### config.mk
export PLATFORM = sky130hd
export DESIGN_NAME = pacman_key_encoder
export DESIGN_NICKNAME = d
export VERILOG_FILES = /design/src/rtl/pacman_key_encoder.sv
export SDC_FILE = /design/constraint.sdc
export NUM_CORES = 1
export LEC_CHECK = 0
export ABC_AREA = 1
export CORE_ASPECT_RATIO = 2
export CORE_UTILIZATION = 35
export DETAILED_ROUTE_END_ITERATION = 12
export PLACE_DENSITY = 0.62
export SYNTH_ARGS = -nofsm -noshare
export SYNTH_HDL_FRONTEND = slang
export SYNTH_SLANG_ARGS = --single-unit
### constraint.sdc
create_clock -name clk -period 2.45 [get_ports clk]
set_input_delay 0.245 -clock clk [delete_from_list [all_inputs] [get_ports clk]]
set_output_delay 0.245 -clock clk [all_outputs]
set_load 0.01 [all_outputs]
### src/rtl/pacman_key_encoder.sv
// Pac-Man key encoder: five pushbuttons -> ASCII press/release bytes on a valid/ready stream.
// Latency: raw edge to tx_valid is DEBOUNCE_CYCLES+2 edges after the first synchronizer capture.
// Backpressure: tx_ready low holds tx_data/tx_valid; events beyond FIFO_DEPTH are dropped and flag overflow.
//
// Ports:
//   clk, rst                  clock, synchronous active-high reset
//   btn_up/down/left/right/reset  raw asynchronous buttons, 1 = pressed
//   tx_data, tx_valid, tx_ready   byte stream toward the UART transmitter
//   overflow                  sticky, set when an event was discarded on a full FIFO

module pacman_key_encoder_fifo #(
  parameter int DEPTH = 8,
  parameter int WIDTH = 8
) (
  input  logic             clk,
  input  logic             rst,
  input  logic             wr_vld,
  input  logic [WIDTH-1:0] wr_dat,
  output logic             full,
  output logic             rd_vld,
  output logic [WIDTH-1:0] rd_dat,
  input  logic             rd_rdy
);
  localparam int AW = $clog2(DEPTH);
  localparam logic [AW:0] FULL_CNT = DEPTH[AW:0];

  logic [WIDTH-1:0] mem [DEPTH];
  logic [AW-1:0]    wr_ptr;
  logic [AW-1:0]    rd_ptr;
  logic [AW:0]      count;
  logic             push;
  logic             pop;

  // Fullness uses the count before the edge, so a full FIFO refuses a push
  // even when a pop frees a slot in the same cycle.
  assign full   = (count == FULL_CNT);
  assign rd_vld = (count != '0);
  assign rd_dat = mem[rd_ptr];
  assign push   = wr_vld && !full;
  assign pop    = rd_vld && rd_rdy;

  always_ff @(posedge clk) begin
    if (rst) begin
      wr_ptr <= '0;
      rd_ptr <= '0;
      count  <= '0;
      // Cleared so the stream reads 0x00 straight out of reset.
      for (int i = 0; i < DEPTH; i++) mem[i] <= '0;
    end else begin
      if (push) begin
        mem[wr_ptr] <= wr_dat;
        wr_ptr      <= wr_ptr + 1'b1;
      end
      if (pop) rd_ptr <= rd_ptr + 1'b1;
      case ({push, pop})
        2'b10:   count <= count + 1'b1;
        2'b01:   count <= count - 1'b1;
        default: count <= count;
      endcase
    end
  end
endmodule

module pacman_key_encoder #(
  parameter int DEBOUNCE_CYCLES = 16,
  parameter int FIFO_DEPTH      = 8
) (
  input  logic       clk,
  input  logic       rst,
  input  logic       btn_up,
  input  logic       btn_down,
  input  logic       btn_left,
  input  logic       btn_right,
  input  logic       btn_reset,
  output logic [7:0] tx_data,
  output logic       tx_valid,
  input  logic       tx_ready,
  output logic       overflow
);
  localparam int CW = $clog2(DEBOUNCE_CYCLES + 1);
  localparam logic [CW-1:0] CNT_LAST = CW'(DEBOUNCE_CYCLES - 1);

  logic [4:0]    btn_raw;
  logic [4:0]    sync1;
  logic [4:0]    sync2;
  logic [4:0]    stable;
  logic [4:0]    flip;
  logic [4:0]    pending;
  logic [4:0]    pending_dir;
  logic [4:0]    grant;
  logic          grant_vld;
  logic [7:0]    grant_code;
  logic          fifo_full;
  logic [CW-1:0] db_cnt [5];

  // Bit index is the arbitration priority (0 = highest).
  assign btn_raw = {btn_reset, btn_right, btn_left, btn_down, btn_up};

  // Release codes are uppercase; the press code is the same letter lowercase.
  function automatic logic [7:0] key_code(input int idx, input logic press);
    logic [7:0] upper;
    case (idx)
      0:       upper = 8'h57;
      1:       upper = 8'h53;
      2:       upper = 8'h41;
      3:       upper = 8'h44;
      default: upper = 8'h52;
    endcase
    return press ? (upper | 8'h20) : upper;
  endfunction

  always_ff @(posedge clk) begin
    if (rst) begin
      sync1 <= '0;
      sync2 <= '0;
    end else begin
      sync1 <= btn_raw;
      sync2 <= sync1;
    end
  end

  // The flip happens on the edge where the counter would reach DEBOUNCE_CYCLES.
  always_comb begin
    flip = '0;
    for (int i = 0; i < 5; i++)
      flip[i] = (sync2[i] != stable[i]) && (db_cnt[i] == CNT_LAST);
  end

  always_ff @(posedge clk) begin
    if (rst) begin
      stable <= '0;
      for (int i = 0; i < 5; i++) db_cnt[i] <= '0;
    end else begin
      stable <= stable ^ flip;
      for (int i = 0; i < 5; i++) begin
        if (sync2[i] == stable[i] || flip[i]) db_cnt[i] <= '0;
        else                                  db_cnt[i] <= db_cnt[i] + 1'b1;
      end
    end
  end

  // Lowest set bit wins; a key cannot flip again before its grant because
  // the debounce window is longer than the five-key arbitration round.
  assign grant     = pending & (~pending + 5'd1);
  assign grant_vld = |pending;

  always_comb begin
    grant_code = 8'h00;
    for (int i = 0; i < 5; i++)
      if (grant[i]) grant_code = key_code(i, pending_dir[i]);
  end

  always_ff @(posedge clk) begin
    if (rst) begin
      pending     <= '0;
      pending_dir <= '0;
      overflow    <= 1'b0;
    end else begin
      pending     <= (pending & ~grant) | flip;
      // New stable level after a flip is ~stable: 1 means a press.
      pending_dir <= (pending_dir & ~flip) | (flip & ~stable);
      if (grant_vld && fifo_full) overflow <= 1'b1;
    end
  end

  pacman_key_encoder_fifo #(
    .DEPTH (FIFO_DEPTH),
    .WIDTH (8)
  ) u_fifo (
    .clk    (clk),
    .rst    (rst),
    .wr_vld (grant_vld),
    .wr_dat (grant_code),
    .full   (fifo_full),
    .rd_vld (tx_valid),
    .rd_dat (tx_data),
    .rd_rdy (tx_ready)
  );
endmodule

==> impl_metrics.sql, run 1 <==
INSERT INTO impl_metrics (metric_group, metric, value, unit) VALUES
('timing', 'hold_viol_final', '0', ''),
('yosys', 'synth_top_family_by_area', 'simple AND/OR/NAND/NOR gates', ''),
('worst_setup_path', 'timing.reg2reg.setup_slack', '350', 'ps'),
('drt', 'detailed_routing_iteration_count_for_the_pre_antenna_repair_pass', '4', ''),
('drt', 'drc_errors', '0', ''),
('worst_setup_path', 'worstPathCellList', 'inv_1 > o21ai_0 > o21ai_0 > nand2_1 > nand2_1 > clkdlybuf4s50_1', ''),
('clock_network', 'cts_post_setup_buffers_inserted', '0', ''),
('place', 'hpwl_after_detailed_placement', '6329', 'um'),
('die', 'design.portCount', '18', ''),
('drt', 'drt-wirelength-per-cell', '11.54', 'um'),
('finish', 'fin_nets', '572', ''),
('timing', 'setup-violations-final', '0', ''),
('yosys', 'post_synth_instance_area', '4837', 'sq um'),
('grt', 'grt_antenna_before_repair', '0', ''),
('place', 'place_congestion', '0.7696', ''),
('place', 'portBuffers', '15', ''),
('outcome', 'run_status', 'complete, no violations', ''),
('timing', 'grt_setup_unrepaired', 'no', ''),
('grt', 'first_pass_grt_wire_length', '14080', 'um'),
('timing', 'fmax', '443.6', 'MHz'),
('power_and_ir_drop', 'internal_power', '3156', 'uW'),
('power_and_ir_drop', 'sequentialPowerShare', '46.9', '%'),
('power_and_ir_drop', 'power.ir.vdd_worst', '0.0003217', 'V'),
('grt', 'grt_start_max_net_pins', '25', ''),
('yosys', 'compound_cell_area_share_of_the_yosys_netlist', '7.993', '%'),
('worst_setup_path', 'critical_path.slowest_cell', 'sky130_fd_sc_hd__clkdlybuf4s50_1', ''),
('timing', 'finalCritPeriodShare', '92.00', '%'),
('power_and_ir_drop', 'power_per_cell_area', '790.8', 'nW/um^2'),
('clock_network', 'tritoncts', 'yes', ''),
('yosys', 'synth_adder_area_share', '3.880', '%'),
('grt', 'first_global_vias', '3231', ''),
('timing', 'min_period', '2254', 'ps'),
('finish', 'layout-area-overhead-vs-synth', '14.98', '%'),
('worst_setup_path', 'slowest_delay', '530', 'ps'),
('yosys', 'synth_most_common_cell', 'sky130_fd_sc_hd__nor2_1', ''),
('yosys', 'synth_edf_count', '65', ''),
('die', 'die_height', '168.3', 'um'),
('power_and_ir_drop', 'p_leak', '0.002291', 'uW'),
('yosys', 'async_flop_share', '0', '%'),
('yosys', 'post_synth_xor_area_fraction', '1.449', '%'),
('drt', 'dr.first_iter.drc_count', '142', ''),
('worst_setup_path', 'crit_type', 'reg -> out', ''),
('worst_setup_path', 'worstReg2RegStart', 'u_fifo.count[0]$_SDFFE_PP0P_', ''),
('drt', 'avgViaCountPerCell', '4.564', ''),
('yosys', 'yosys_most_used_dff', 'sky130_fd_sc_hd__edfxtp_1', ''),
('clock_network', 'clk_root_buffer_cell', 'sky130_fd_sc_hd__clkbuf_16', ''),
('yosys', 'synth_simple_gate_area_share', '21.37', '%'),
('yosys', 'synth_sequential_area_ratio', '56.49', '%'),
('finish', 'final_cell_count_no_fill', '709', ''),
('worst_hold_path', 'min-delay-start', 'sync1[2]$_SDFF_PP0_', ''),
('clock_network', 'cts_max_path_buffers', '2', ''),
('yosys', 'synth.lib_cells_used.distinct', '32', ''),
('finish', 'nFillCells', '1287', ''),
('drt', 'drt_wl_total', '8180', 'um'),
('finish', 'drive_gt1_share', '11.01', '%'),
('clock_network', 'path_clk_slew', '70', 'ps'),
('die', 'core_area', '13440', 'sq um'),
('worst_setup_path', 'worstSetupStartpointType', 'flip-flop', ''),
('yosys', 'ys_top_cells_by_count', 'sky130_fd_sc_hd__nor2_1 (91), sky130_fd_sc_hd__edfxtp_1 (65), sky130_fd_sc_hd__nand2_1 (65)', ''),
('die', 'initial_util', '36.00', '%'),
('yosys', 'post_synth.cell_area_avg', '9.597', 'sq um'),
('power_and_ir_drop', 'power.share.clock', '33.4', '%'),
('timing', 'smallest_hold_slack', '404.0', 'ps'),
('clock_network', 'clock_latency', '350', 'ps'),
('drt', 'route.vias.total', '3236', ''),
('clock_network', 'tritoncts_num_sinks', '104', ''),
('die', 'die-area', '14320', 'sq um'),
('timing', 'final.setup.tns', '0', 'ps'),
('clock_network', 'cts-buffers-inserted', '9', ''),
('yosys', 'synth_top_area_share', '40.35', '%'),
('power_and_ir_drop', 'power.switching_fraction', '28.25', '%');
-- kinds of logic after synthesis --
group	count (synthesis)
AO/OA/AOI/OAI	73
XOR/XNOR	8
adder cells (fa/ha/maj)	15
buffers and inverters	89
flip-flops	104
multiplexers	5
other	2
AND/OR/NAND/NOR	208
-- worst paths after layout --
check / end / depth (start not counted)
hold / removal: sync2[2]$_SDFF_PP0_ / 2
setup / recovery: tx_data[0] / 6
setup reg to reg: u_fifo.count[2]$_SDFFE_PP0P_ / 12
hold reg to reg: sync2[2]$_SDFF_PP0_ / 2
-- power by group through the flow --
stage / registers (uW) / logic [uW] / clock network [uW]
final: 2060 / 863 / 1470
after global placement: 2100 / 850 / 0
after CTS: 2060 / 871 / 1510
after floorplan: 2050 / 606 / 0
after detailed placement: 2100 / 868 / 0
after global routing: 2080 / 975 / 1580
-- critical path, delay by kind of cell, from the launching register on --
kind | cells | cell delay [ps]
AO/OA/AOI/OAI | 2 | 300
AND/OR/NAND/NOR | 2 | 160
flip-flops | 1 | 350
buffers and inverters | 2 | 850
-- layout by cell type, fill, tap and decap left out, drive strengths merged --
master	count
xor2	6
o22ai	5
dfxtp	39
ha	15
inv	80
nand2	69
o21bai	5
clkbuf	9
edfxtp	65
and3	1
o21ai	34
nor2	107
mux2i	5
bufinv	1
buf	8
nand3	25
clkinvlp	1
conb	27
nand4	1
a21oi	28
nor3b	5
a21o	1
clkdlybuf4s50	15
xnor2	2
-- timing repair --
item                                    in CTS  in global routing
endpoints found under the setup margin       0                  5
gates resized for setup                      0                  2
hold buffers                                 0                  0
-- metrics by stage --
step | setup slack (ps) | area, sq um | power, uW
3_3_place_gp | 392.4 | 5250 | 2947
5_1_grt | 34.21 | 5562 | 4640
2_1_floorplan | 506.5 | 4931 | 2654
4_1_cts | 125.4 | 5559 | 4447
6_report | 195.9 | 5562 | 4398
3_5_place_dp | 301.2 | 5250 | 2970
-- cell type report --
class                   count  area [sq um]  share of cell area [%]
repair buffers             23         210.2                   3.780
clock buffers               9         225.2                   4.049
inverters                  75         284.0                   5.107
multi-input cells         336          1829                   32.89
flip-flops and latches    104          2735                   49.18
well taps                 155         193.9                   3.487
clock inverters             7         83.83                   1.507
-- routing by layer --
layer / track usage [%] / up-vias / part of all wire [%]
met5: 0 / - / 0
met4: 6.485 / 0 / 2.5
met3: 2.941 / 12 / 2.0
met2: 24.93 / 30 / 59
met1: 11.61 / 1488 / 37
li1: - / 1706 / -
Power figures use the tool's default switching activity.
==> run 2, diff against run 1 <==
==> constraint.sdc (replaced) <==
create_clock -name clk -period 2.57 [get_ports clk]
set_input_delay 0.257 -clock clk [delete_from_list [all_inputs] [get_ports clk]]
set_output_delay 0.257 -clock clk [all_outputs]
set_load 0.01 [all_outputs]
==> run 2 against run 1 <==
  * Via count increased by 0.65%
  * Register-to-register slack improved by 50 ps
  * Clock-buffer cell count unchanged
  * Clock skew increased by 2.1 ps
  * First-iteration DRC count is 23% higher
  * Worst hold slack got worse by 1.5 ps
  * Setup slack better by 110 ps
  * Routed wire length grew 1.5%
  * Global-route usage barely moved
  * Critical path type unchanged
  * Critical endpoint is now tx_data[6]
  * Largest cell class unchanged
  * Highest routed layer unchanged
==> impl_metrics.sql, run 2 (synthesis gave the netlist of run 1 again) <==
INSERT INTO impl_metrics (metric_group, metric, value, unit) VALUES
('timing', 'grt_setup_unrepaired', 'no', ''),
('worst_setup_path', 'worstPathCellList', 'buf_4 > nor2_1 > nor2_1 > o21ai_0 > o21ai_0 > nand2_1 > nand2_1 > clkdlybuf4s50_1', ''),
('timing', 'min_period', '2263', 'ps'),
('finish', 'layout.cells.most_common', 'sky130_fd_sc_hd__nor2_1', ''),
('die', 'placement_rows', '60', ''),
('clock_network', 'cts-buffers-inserted', '9', ''),
('finish', 'nFillCells', '1295', ''),
('timing', 'smallest_hold_slack', '402.5', 'ps'),
('worst_setup_path', 'critical_path.slowest_cell', 'sky130_fd_sc_hd__clkdlybuf4s50_1', ''),
('drt', 'drc_errors', '0', ''),
('grt', 'grt_util_all_layers', '12.61', '%'),
('drt', 'drt.antenna.violating_nets', '0', ''),
('drt', 'drt-wirelength-per-cell', '11.78', 'um'),
('timing', 'timing_max_transition_violations_final', '0', ''),
('finish', 'num_antenna_cells', '0', ''),
('grt', 'first_pass_grt_wire_length', '14070', 'um'),
('clock_network', 'cts_max_path_buffers', '2', ''),
('worst_setup_path', 'crit_buf_inv', '2', ''),
('die', 'design.portCount', '18', ''),
('worst_setup_path', 'critPathCaptureType', 'output pin', ''),
('die', 'die_height', '168.3', 'um'),
('worst_setup_path', 'cp_top_family', 'buffers and inverters', ''),
('drt', 'dr.first_iter.drc_count', '174', ''),
('drt', 'wl_met3', '210', 'um'),
('timing', 'hold_viol_final', '0', ''),
('clock_network', 'clock_latency', '350', 'ps'),
('die', 'fp.dieW', '85.13', 'um'),
('grt', 'first_global_vias', '3307', ''),
('drt', 'drt_wl_total', '8303', 'um'),
('power_and_ir_drop', 'p_leak', '0.002285', 'uW'),
('worst_setup_path', 'cp.required', '2310', 'ps'),
('clock_network', 'holdBufCountCts', '0', ''),
('drt', 'met2_routed_wl', '4709', 'um'),
('worst_setup_path', 'slowest_delay', '530', 'ps'),
('clock_network', 'tritoncts_num_sinks', '104', ''),
('clock_network', 'path_clk_slew', '80', 'ps'),
('drt', 'avgViaCountPerCell', '4.620', ''),
('run', 'cap_viol_max_count', '0', ''),
('finish', 'layout_common_cells', 'sky130_fd_sc_hd__nor2_1 (91), sky130_fd_sc_hd__nand2_1 (65), sky130_fd_sc_hd__edfxtp_1 (65)', ''),
('worst_setup_path', 'worstSetupStartpointType', 'flip-flop', ''),
('grt', 'remaining_overflow_grt', '0', ''),
('drt', 'detailed_routing_iteration_count_for_the_pre_antenna_repair_pass', '4', ''),
('worst_hold_path', 'min-delay-path-class', 'reg -> reg', ''),
('worst_setup_path', 'crit_path_max_fanout', '20', ''),
('timing', 'skew', '8.926', 'ps'),
('drt', 'top_signal_layer_used', 'met4', ''),
('drt', 'route.vias.total', '3257', ''),
('timing', 'finalCritPeriodShare', '88.04', '%'),
('finish', 'fin_nets', '568', ''),
('place', 'dp_cells', '689', ''),
('worst_setup_path', 'crit_type', 'reg -> out', ''),
('die', 'die-area', '14320', 'sq um'),
('clock_network', 'clk_root_buffer_cell', 'sky130_fd_sc_hd__clkbuf_16', ''),
('finish', 'final_cell_count_no_fill', '705', ''),
('die', 'core_area', '13440', 'sq um'),
('outcome', 'run_status', 'complete, no violations', ''),
('drt', 'detail_route.wirelength.met1', '3111', 'um'),
('clock_network', 'htreeDepth', '3', ''),
('power_and_ir_drop', 'power.ir.vdd_worst', '0.0003617', 'V'),
('timing', 'fmax', '442.0', 'MHz'),
('place', 'place_congestion', '0.7847', ''),
('place', 'portBuffers', '15', ''),
('clock_network', 'tritoncts', 'yes', ''),
('place', 'hpwl_after_detailed_placement', '6338', 'um'),
('timing', 'final.setup.tns', '0', 'ps'),
('timing', 'setup-violations-final', '0', ''),
('finish', 'drive_gt1_share', '10.18', '%'),
('finish', 'layout-area-overhead-vs-synth', '14.85', '%'),
('grt', 'grt_antenna_before_repair', '0', ''),
('worst_setup_path', 'timing.critical_path.arrival', '2010', 'ps'),
('power_and_ir_drop', 'power_per_cell_area', '770.0', 'nW/um^2'),
('die', 'initial_util', '36.00', '%'),
('grt', 'grt_start_max_net_pins', '25', '');
-- run 2: per-layer routing --
metal / vias up / global-route usage, %
met3: 22 / 2.598
li1: 1702 / -
met4: 0 / 7.074
met1: 1497 / 11.57
met2: 36 / 24.79
met5: - / 0
-- run 2: stage by stage --
step                      worst slack (ps)  utilization [%]  area (sq um)  total power [uW]
after floorplan                      626.5                -          4931              2530
after global placement               473.6            38.85          5220              2781
after detailed placement             398.1            38.85          5220              2813
after CTS                            168.1            41.33          5554              4329
after global routing                 139.6            41.34          5555              4503
final                                307.4            41.34          5555              4278
-- run 2: what timing repair did --
action                     CTS  global route
buffers inserted             0             0
setup endpoints to repair    0             2
resized for setup            0             1
-- run 2: layout make-up --
class                           count  area, sq um  share of cell area [%]
Clock buffer                        9        225.2                   4.054
Sequential cell                   104         2734                   49.21
Tap cell                          155        193.9                   3.491
Multi-Input combinational cell    336         1829                   32.93
Inverter                           75        284.0                   5.113
Timing Repair Buffer               19        180.2                   3.243
Clock inverter                      7        108.9                   1.959
-- run 2: worst min-delay path: cells and delay by family, from the launching register on --
family                 cells  cell delay, ps
DFF                        1             300
buffers and inverters      1              40
and+or+nand+nor            1              30
-- run 2: power breakdown --
group	total, uW	leakage (uW)	internal [uW]	switching, uW
clock	1510	0.000164	876	634
combinational	801	0.00113	338	463
sequential	1970	0.000989	1870	96.3
total	4280	0.00229	3080	1190
-- run 2: final timing paths --
kind	end	depth (start not counted)	slack (ps)	start
worst min register to register	sync2[2]$_SDFF_PP0_	2	400	sync1[2]$_SDFF_PP0_
worst max register to register	u_fifo.count[2]$_SDFFE_PP0P_	12	400	u_fifo.count[0]$_SDFFE_PP0P_
worst max-delay path	tx_data[6]	8	310	flip-flop
worst min-delay path	sync2[2]$_SDFF_PP0_	2	400	sync1[2]$_SDFF_PP0_
==> run 3, diff against run 2 <==
--- a/config.mk
+++ b/config.mk
@@ -6,6 +6,7 @@
 export NUM_CORES = 1
 export LEC_CHECK = 0
 export ABC_AREA = 1
+export CAP_MARGIN = 10
 export CORE_ASPECT_RATIO = 2
 export CORE_UTILIZATION = 35
 export DETAILED_ROUTE_END_ITERATION = 12
==> results of run 3 <==
Final layout, timing and power as in run 2 (identical DEF).
==> RTL change, RTL diff (flow settings as in run 2) <==
Make the reset (`rst`) asynchronous in 4 clocked blocks. Comments in the files are not updated.
--- a/src/rtl/pacman_key_encoder.sv
+++ b/src/rtl/pacman_key_encoder.sv
@@ -41,3 +41,3 @@
 
-  always_ff @(posedge clk) begin
+  always_ff @(posedge clk or posedge rst) begin
     if (rst) begin
@@ -111,3 +111,3 @@
 
-  always_ff @(posedge clk) begin
+  always_ff @(posedge clk or posedge rst) begin
     if (rst) begin
@@ -128,3 +128,3 @@
 
-  always_ff @(posedge clk) begin
+  always_ff @(posedge clk or posedge rst) begin
     if (rst) begin
@@ -152,3 +152,3 @@
 
-  always_ff @(posedge clk) begin
+  always_ff @(posedge clk or posedge rst) begin
     if (rst) begin
Check against the original RTL: same outputs for any inputs over 10 cycles, from zero or initial values and one cycle with rst high; that may be too few to reach the edited logic, so the function may still have changed.
==> RTL change against run 2 <==
  * Combinational power increased by 22%
  * Maximum frequency decreased by 5.9%
  * Sequential cell count decreased by 3
  * Final cell count decreased by 0.85%
  * Routed wire length increased by 7.4%
  * Synthesized area decreased by 5.4%
  * Utilization about the same
  * Total power decreased by 2.4%
  * Count of clock-buffer cells in the layout increased by 1
  * Worst setup slack got worse by 0.14 ns
  * Design area decreased by 5.9%
  * Global-route usage increased by 1.8 points
  * Sequential share of layout area decreased by 0.83 points
  * Largest cell class unchanged
==> RTL change: results (changes against run 2) <==
| Metric | Value |
|---|---|
| Sequential fraction of the synthesis area | 0.552 (-0.0127) |
| Largest net degree at the start of global routing | 46 (+84%) |
| R2r setup slk | 0.30 ns (-0.10 ns) |
| Asr flop ratio synth | 1.00 (+1.00) |
| Area after DPL | 4910 um2 (-6.0%) |
| Crit path max-delay family | buffers and inverters |
| Gr busiest metal | met2 |
| First-pass GRT wire length | 15.5 mm (+9.9%) |
| Placed Cells incl. Taps | 683 (-0.87%) |
| Average cell area after synthesis | 8.80 um2 (-8.3%) |
| Compound-Gate Fraction of Synth Area | 0.0927 (+0.0127) |
| Fillers | 1272 (-1.8%) |
| Xor/xnor share of the synthesized area | 0.0191 (+0.00465) |
| Share of cells above drive strength 1 | 0.0856 (-0.0162) |
| CTS resizes | 1 (+1) |
| Vias in the first global route | 3392 (+2.6%) |
| Synth cell count leaders | 139 x nand2_1, 101 x dfrtp_1, 64 x inv_1 |
| Max transition margin | 0.624 |
| Placer Congestion | 0.832 (+6.1%) |
| WL met1 | 3.34 mm (+7.3%) |
| Clock skew | 0.0109 ns (+0.00202 ns) |
| CP Data Arrival Time | 2.15 ns (+0.14 ns) |
| VDD IR max | 590 uV (+63%) |
| Met2 WL | 5.00 mm (+6.2%) |
| Synth Flop Type | dfrtp_1 |
| Multiplexer share of the synthesized area | 0 (-0.0103) |
| Adder-Cell Fraction of Synth Area | 0.0410 (+0.00221) |
| Leak | 2.50 nW (+9.3%) |
| Final-stage net count | 567 (-0.18%) |
| Post-DP HPWL | 6.78 mm (+6.9%) |
| DRT iter0 DRCs | 157 (-9.8%) |
| Total GRT Usage | 0.144 (+0.0184) |
| Netlist cell types | 30 (-6.3%) |
| Internal power | 0.00291 W (-5.7%) |
| Vias | 3304 (+1.4%) |
| Routing usage on met3 | 0.0251 (-0.000855) |
| Met1 usage | 0.143 (+0.0278) |
| Cts bufs inserted | 9 (unchanged) |
| CP max FO | 15 (-25%) |
| GRT met2 Usage | 0.272 (+0.0241) |
| Hold path start | btn_up |
| FF-to-FF Start | pending[1]$_DFF_PP0_ |
| DR WL met3 | 225 um (+7.1%) |
| Status | completed |
| Synth area leaders | dfrtp_1 55%, nand2_1 11%, inv_1 5.2%, o21ai_0 4.7%, ha_1 4.1% |
| Hold WS | 0.349 ns (-0.0538 ns) |
| Vias per inst | 4.73 (+2.3%) |
| DRT Wirelength | 8.92 mm (+7.4%) |
| Number of setup buffers added after CTS | 0 (unchanged) |
| Hold WC Path Type | input port to register |
RTL change: changes by cell type after synthesis, moves of 6 or more:
cell and change:
o21ai_0 +9, nand2_1 +74, o21ai_1 +6, a21oi_1 -10, nor2_1 -43, dfxtp_1 -39
edfxtp_1 -65, dfrtp_1 +101
RTL change: cell type report:
class / count / area share
timing repair buffer: 22 / 0.0388
clock buffer: 10 / 0.0457
tap: 150 / 0.0359
multi-input combinational: 340 / 0.330
inverter: 70 / 0.0515
clock inverter: 6 / 0.0146
sequential: 101 / 0.484
RTL change: kinds of logic (layout without fill, tap and decap cells):
logic type,after synthesis,after routing
and+or+nand+nor,234,234
DFF,101,101
buffers and inverters,80,108
AOI/OAI and AO/OA,79,79
adders and majority gates,15,15
xor gates and xnor gates,10,10
other,1,2
RTL change: stage by stage:
step	util	worst slack (ns)
2_1_floorplan	-	0.552
3_3_place_gp	0.389	0.382
3_5_place_dp	0.389	0.299
4_1_cts	0.414	0.132
5_1_grt	0.414	0.0439
6_report	0.414	0.165
RTL change: power by group through the flow:
stage	sequential (W)	clock (W)	combinational, W
after CTS	0.00179	0.00145	0.000986
final	0.00179	0.00141	0.000976
after global routing	0.00180	0.00151	0.00111
after floorplan	0.00177	0	0.000669
after global placement	0.00181	0	0.000955
after detailed placement	0.00182	0	0.000979
RTL change: final timing paths:
check | to | depth (start not counted)
min in group asynchronous | db_cnt[24]$_DFF_PP0_ | 3
hold / removal | sync1[0]$_DFF_PP0_ | 1
setup reg to reg | u_fifo.count[2]$_DFFE_PP0P_ | 13
max in group asynchronous | u_fifo.mem[56]$_DFFE_PP0P_ | 3
setup / recovery | tx_data[4] | 6
hold reg to reg | sync2[0]$_DFF_PP0_ | 0
